--- src/rtl/cla_nibble_seq.sv ---
// Wide adder sequencer: streams operand nibbles through an external 4-bit CLA and chains the carry in a register.
// Optional signed-overflow output is enabled by defining CLA_NIBBLE_SEQ_SIGNED_OVF_EN.
`timescale 1ns/1ps
module cla_nibble_seq #(
    parameter int NIBBLES = 4
) (
    input  logic                   clk,
    input  logic                   rst_n,
    input  logic                   start,
    input  logic [4*NIBBLES-1:0]   a,
    input  logic [4*NIBBLES-1:0]   b,
    input  logic                   cin,
    output logic                   busy,
    output logic                   done,
    output logic [4*NIBBLES-1:0]   result,
    output logic                   cout,
    output logic [3:0]             cla_a,
    output logic [3:0]             cla_b,
    output logic                   cla_cin,
    input  logic [3:0]             cla_sum,
    input  logic                   cla_cout
`ifdef CLA_NIBBLE_SEQ_SIGNED_OVF_EN
    ,
    output logic                   overflow
`endif
);

    localparam int W  = 4 * NIBBLES;
    localparam int IW = $clog2(NIBBLES);
    localparam logic [IW-1:0] LAST = IW'(NIBBLES - 1);

    typedef enum logic [1:0] {IDLE, RUN, DONE} state_t;

    state_t        state_reg, state_next;
    logic [IW-1:0] idx_reg, idx_next;
    logic          carry_reg, carry_next;
    logic [W-1:0]  a_reg, a_next;
    logic [W-1:0]  b_reg, b_next;
    logic [W-1:0]  result_reg, result_next;
    logic          cout_reg, cout_next;
`ifdef CLA_NIBBLE_SEQ_SIGNED_OVF_EN
    logic          ovf_reg, ovf_next;
`endif

    // Operand nibble views so the CLA mux is a plain array lookup by idx.
    logic [3:0] a_nib [NIBBLES];
    logic [3:0] b_nib [NIBBLES];

    generate
        for (genvar gi = 0; gi < NIBBLES; gi++) begin : g_nib
            assign a_nib[gi] = a_reg[4*gi +: 4];
            assign b_nib[gi] = b_reg[4*gi +: 4];
        end
    endgenerate

    always_ff @(posedge clk or negedge rst_n) begin
        if (!rst_n) begin
            state_reg  <= IDLE;
            idx_reg    <= '0;
            carry_reg  <= 1'b0;
            a_reg      <= '0;
            b_reg      <= '0;
            result_reg <= '0;
            cout_reg   <= 1'b0;
`ifdef CLA_NIBBLE_SEQ_SIGNED_OVF_EN
            ovf_reg    <= 1'b0;
`endif
        end else begin
            state_reg  <= state_next;
            idx_reg    <= idx_next;
            carry_reg  <= carry_next;
            a_reg      <= a_next;
            b_reg      <= b_next;
            result_reg <= result_next;
            cout_reg   <= cout_next;
`ifdef CLA_NIBBLE_SEQ_SIGNED_OVF_EN
            ovf_reg    <= ovf_next;
`endif
        end
    end

    always_comb begin
        state_next  = state_reg;
        idx_next    = idx_reg;
        carry_next  = carry_reg;
        a_next      = a_reg;
        b_next      = b_reg;
        result_next = result_reg;
        cout_next   = cout_reg;
`ifdef CLA_NIBBLE_SEQ_SIGNED_OVF_EN
        ovf_next    = ovf_reg;
`endif
        cla_a       = 4'h0;
        cla_b       = 4'h0;
        cla_cin     = 1'b0;

        case (state_reg)
            IDLE: begin
                if (start) begin
                    a_next      = a;
                    b_next      = b;
                    idx_next    = '0;
                    carry_next  = cin;
                    result_next = '0;
                    cout_next   = 1'b0;
`ifdef CLA_NIBBLE_SEQ_SIGNED_OVF_EN
                    ovf_next    = 1'b0;
`endif
                    state_next  = RUN;
                end
            end
            RUN: begin
                cla_a      = a_nib[idx_reg];
                cla_b      = b_nib[idx_reg];
                cla_cin    = carry_reg;
                carry_next = cla_cout;
                for (int i = 0; i < NIBBLES; i++) begin
                    if (idx_reg == IW'(i)) result_next[4*i +: 4] = cla_sum;
                end
                if (idx_reg == LAST) begin
                    state_next = DONE;
                    cout_next  = cla_cout;
`ifdef CLA_NIBBLE_SEQ_SIGNED_OVF_EN
                    // cla_sum[3] of the top nibble is the final sign bit.
                    ovf_next = (a_reg[W-1] == b_reg[W-1]) && (cla_sum[3] != a_reg[W-1]);
`endif
                end else begin
                    idx_next = idx_reg + IW'(1);
                end
            end
            DONE: begin
                state_next = IDLE;
            end
            default: begin
                state_next = IDLE;
            end
        endcase
    end

    assign busy   = (state_reg == RUN);
    assign done   = (state_reg == DONE);
    assign result = result_reg;
    assign cout   = cout_reg;
`ifdef CLA_NIBBLE_SEQ_SIGNED_OVF_EN
    assign overflow = ovf_reg;
`endif

endmodule

--- config.mk ---
export PLATFORM = sky130hd
export DESIGN_NAME = cla_nibble_seq
export DESIGN_NICKNAME = d
export VERILOG_FILES = /design/src/rtl/cla_nibble_seq.sv
export SDC_FILE = /design/constraint.sdc
export NUM_CORES = 1
export LEC_CHECK = 0
export CORE_AREA = 5 5 94 70
export DETAILED_ROUTE_END_ITERATION = 6
export DIE_AREA = 0 0 99 75
export GPL_ROUTABILITY_DRIVEN = 0
export PLACE_DENSITY = 0.79
export SYNTH_ARGS = -nofsm -noshare
export SYNTH_HDL_FRONTEND = slang
export SYNTH_SLANG_ARGS = --single-unit
export TNS_END_PERCENT = 100
--- constraint.sdc ---
create_clock -name clk -period 2.6 [get_ports clk]
set_clock_uncertainty 0.2 [all_clocks]
set_input_delay 0.65 -clock clk [delete_from_list [all_inputs] [get_ports clk]]
set_output_delay 0.65 -clock clk [all_outputs]
set_load 0.02 [all_outputs]
==> results.sh <==
export IMPL_clk_latency_ns=0.31
export IMPL_path_cells="buf_6 -> nand3b_1 -> buf_4 -> o22ai_1 -> clkdlybuf4s15_2"
export IMPL_grt_pass1_vias=2010
export IMPL_wl_met3_um=271
export IMPL_dr_wl_met2_um=2810
export IMPL_start_util=0.476
export IMPL_worstSetupPathType="reg2out"
export IMPL_yosys_area_share_adder=0.0237
export IMPL_nets=329
export IMPL_leakage_nw=1.51
export IMPL_ys_ff_latch=54
export IMPL_overflow=0
export IMPL_drt_iter0_drc=60
export IMPL_drive_gt1_frac=0.229
export IMPL_clk_pin_slew_ns=0.11
export IMPL_num_vias=1872
export IMPL_synth_compound_area_share=0.0971
export IMPL_max_clock_path_buffers=2
export IMPL_synth_ff_type="dfrtp_1"
export IMPL_tightest_slew_ns=0.614
export IMPL_dpl_cell_count=349
export IMPL_cts_htree_levels=2
export IMPL_hpwl_um=4480
export IMPL_required_ns=1.75
export IMPL_hold_class="in2async"
export IMPL_diodes=0
export IMPL_setup_violations_final=0
export IMPL_routed_top_layer="met4"
export IMPL_wire_per_inst_um=16.6
export IMPL_wl_met1_um=2790
export IMPL_synth_xor_area_frac=0
export IMPL_grt_max_degree=35
export IMPL_synthTopCellsByArea="dfrtp_1 51%, mux2_2 13%, mux2i_1 6.1%"
export IMPL_synth_warnings=0
export IMPL_synth_seq_area_share=0.511
export IMPL_antenna_found_initial=0
export IMPL_n_fill_cell=444
export IMPL_fin_crit_sh=0.964
export IMPL_track_usage=0.169
export IMPL_worstPathArrival_ns=1.66
export IMPL_startpoint_type="flop"
export IMPL_post_place_ws_ns=-0.0868
export IMPL_power_per_cell_area_mw_per_mm2=1190
export IMPL_min_period_ns=2.51
export IMPL_syn_avg_cell_area_sq_um=12.8
export IMPL_slowest_delay_ns=0.39
export IMPL_crit_path_top_delay_cell="dfrtp_1"
export IMPL_max_freq_ghz=0.399
export IMPL_synth_top_family_by_area="multiplexers"
export IMPL_die_height_um=75
export IMPL_cp_max_fo=25
export IMPL_numCtsBuffers=5
export IMPL_synth_largest_area_cell="dfrtp_1"
export IMPL_multi_input_area_sq_mm=0.00116
export IMPL_regArea_sq_mm=0.00135
export IMPL_hold_violations=0
export IMPL_core_rowCount=23
export IMPL_syn2layout_area_growth_pct=35.0
export IMPL_port_buffers=68
export IMPL_syn_inst=206
export IMPL_cts_sinks=54
export IMPL_cp_end_kind="primary output"
export IMPL_ant_nets=0
export IMPL_viasPerCell=5.21
export IMPL_grt_setup_unrepaired="no"
export IMPL_yosys_area_share_simple=0.122
export IMPL_setup_ws_ns=0.0943
export IMPL_status="complete, no violations"
export IMPL_io_pins=69
export IMPL_dr_pass1_iters=4
export IMPL_fin_cells=359
export IMPL_async_reset_ff_frac=1.00
export IMPL_dieArea_sq_mm=0.00743
export IMPL_maxSlewViolCount=0
export IMPL_core_sq_mm=0.00555
export IMPL_synth_top_cell_area_share=0.511
export IMPL_route_detailed_drc=0
export IMPL_relSlewSlack=0.591
export IMPL_ys_types=29
export IMPL_syn_nets=252
export IMPL_die_w_um=99
export IMPL_cap_violations=0
export IMPL_syn_area_sq_mm=0.00264
export IMPL_synth_edf_count=0
export IMPL_cts_tree="done"
export IMPL_wirelength_um=5950
export IMPL_synthMuxAreaShare=0.197
export IMPL_ir_drop_uv=524
export IMPL_clock_root_buffer="clkbuf_8"
export IMPL_grt_pass1_wl_um=9930
==> what timing repair did <==
action | in CTS | in global routing
gates resized for setup | 28 | 2
endpoints found under the setup margin | 11 | 8
hold buffers | 0 | 0
pin swaps | 1 | 0
setup buffers | 2 | 0
==> final timing paths <==
| check | startpoint | depth (start not counted) | slack (ns) | end |
|---|---|---|---|---|
| worst max-delay path | state_reg[0]$_DFFE_PN0P_ | 5 | 0.09 | cla_a[1] |
| worst min-delay path | rst_n | 1 | 0.14 | result[9]$_DFFE_PN0P_ |
| worst max register to register | state_reg[0]$_DFFE_PN0P_ | 5 | 0.69 | b_reg[12]$_DFFE_PN0P_ |
| worst min register to register | a_reg[0]$_DFFE_PN0P_ | 1 | 0.31 | a_reg[0]$_DFFE_PN0P_ |
| max in group asynchronous | rst_n | 2 | 1.42 | a_reg[5]$_DFFE_PN0P_ |
| min in group clk | a_reg[0]$_DFFE_PN0P_ | 1 | 0.31 | a_reg[0]$_DFFE_PN0P_ |
==> metal layers <==
metal,global-route usage,vias up
met3,0.0426,6
met2,0.279,34
met1,0.225,923
met5,0,-
met4,0.0485,0
li1,-,909
==> synthesized netlist by cell type (all sizes together) (5+ instances only) <==
| master | number |
|---|---|
| mux2 | 32 |
| inv | 13 |
| mux2i | 16 |
| buf | 9 |
| o22ai | 8 |
| dfrtp | 54 |
| nor2b | 6 |
| o221ai | 8 |
| ha | 5 |
| and3b | 8 |
| a221o | 8 |
| nand3b | 11 |
==> final cells by class <==
type / count / area share
clock buffers: 5 / 0.0193
clock inverters: 3 / 0.00666
inverters: 13 / 0.0137
multi-input cells: 127 / 0.326
flip-flops and latches: 54 / 0.379
well taps: 75 / 0.0263
repair buffers: 82 / 0.229
==> where the power goes <==
part / total, W / switching [W] / internal, W / leakage [nW]
Clock: 0.000479 / 0.000286 / 0.000193 / 0.0408
Combinational: 0.00230 / 0.00111 / 0.00119 / 0.806
Sequential: 0.00146 / 0.000225 / 0.00123 / 0.663
Total: 0.00423 / 0.00162 / 0.00261 / 1.51
==> critical path: cells and delay by family (launching register included) <==
kind	cells	cell delay, ns
AOI/OAI and AO/OA	1	0.19
DFF	1	0.39
buffers and inverters	3	0.67
and+or+nand+nor	1	0.12
==> layout by cell type (no fill, tap or decap), types with 6 or more instances in the layout <==
master,instances
o22ai_1,8
clkdlybuf4s15_2,8
buf_4,11
o221ai_1,8
and3b_1,8
mux2_2,30
mux2i_1,16
nor2b_1,6
inv_1,13
nand3b_1,11
a221o_1,8
dfrtp_1,54
clkdlybuf4s50_1,56
==> per-stage QoR <==
stage / power, W / hold slack, ns / setup TNS, ns / instance area, sq um / util
finish: 0.00423 / 0.140 / 0 / 3570 / 0.642
global route: 0.00454 / 0.175 / 0 / 3570 / 0.642
CTS: 0.00426 / 0.159 / 0 / 3560 / 0.641
detailed placement: 0.00379 / 0.289 / -0.483 / 3450 / 0.620
global placement: 0.00371 / 0.270 / -0.142 / 3450 / 0.620
floorplan: 0.00290 / 0.154 / 0 / 2640 / -
==> cell families (layout without fill, tap and decap cells) <==
logic type	after synthesis	count (layout)
AND/OR/NAND/NOR	43	43
buffers and inverters	25	103
adder cells (fa/ha/maj)	5	5
flip-flops	54	54
multiplexers	48	48
AO/OA/AOI/OAI	31	31
No activity file was read; power rests on OpenSTA's default activity.
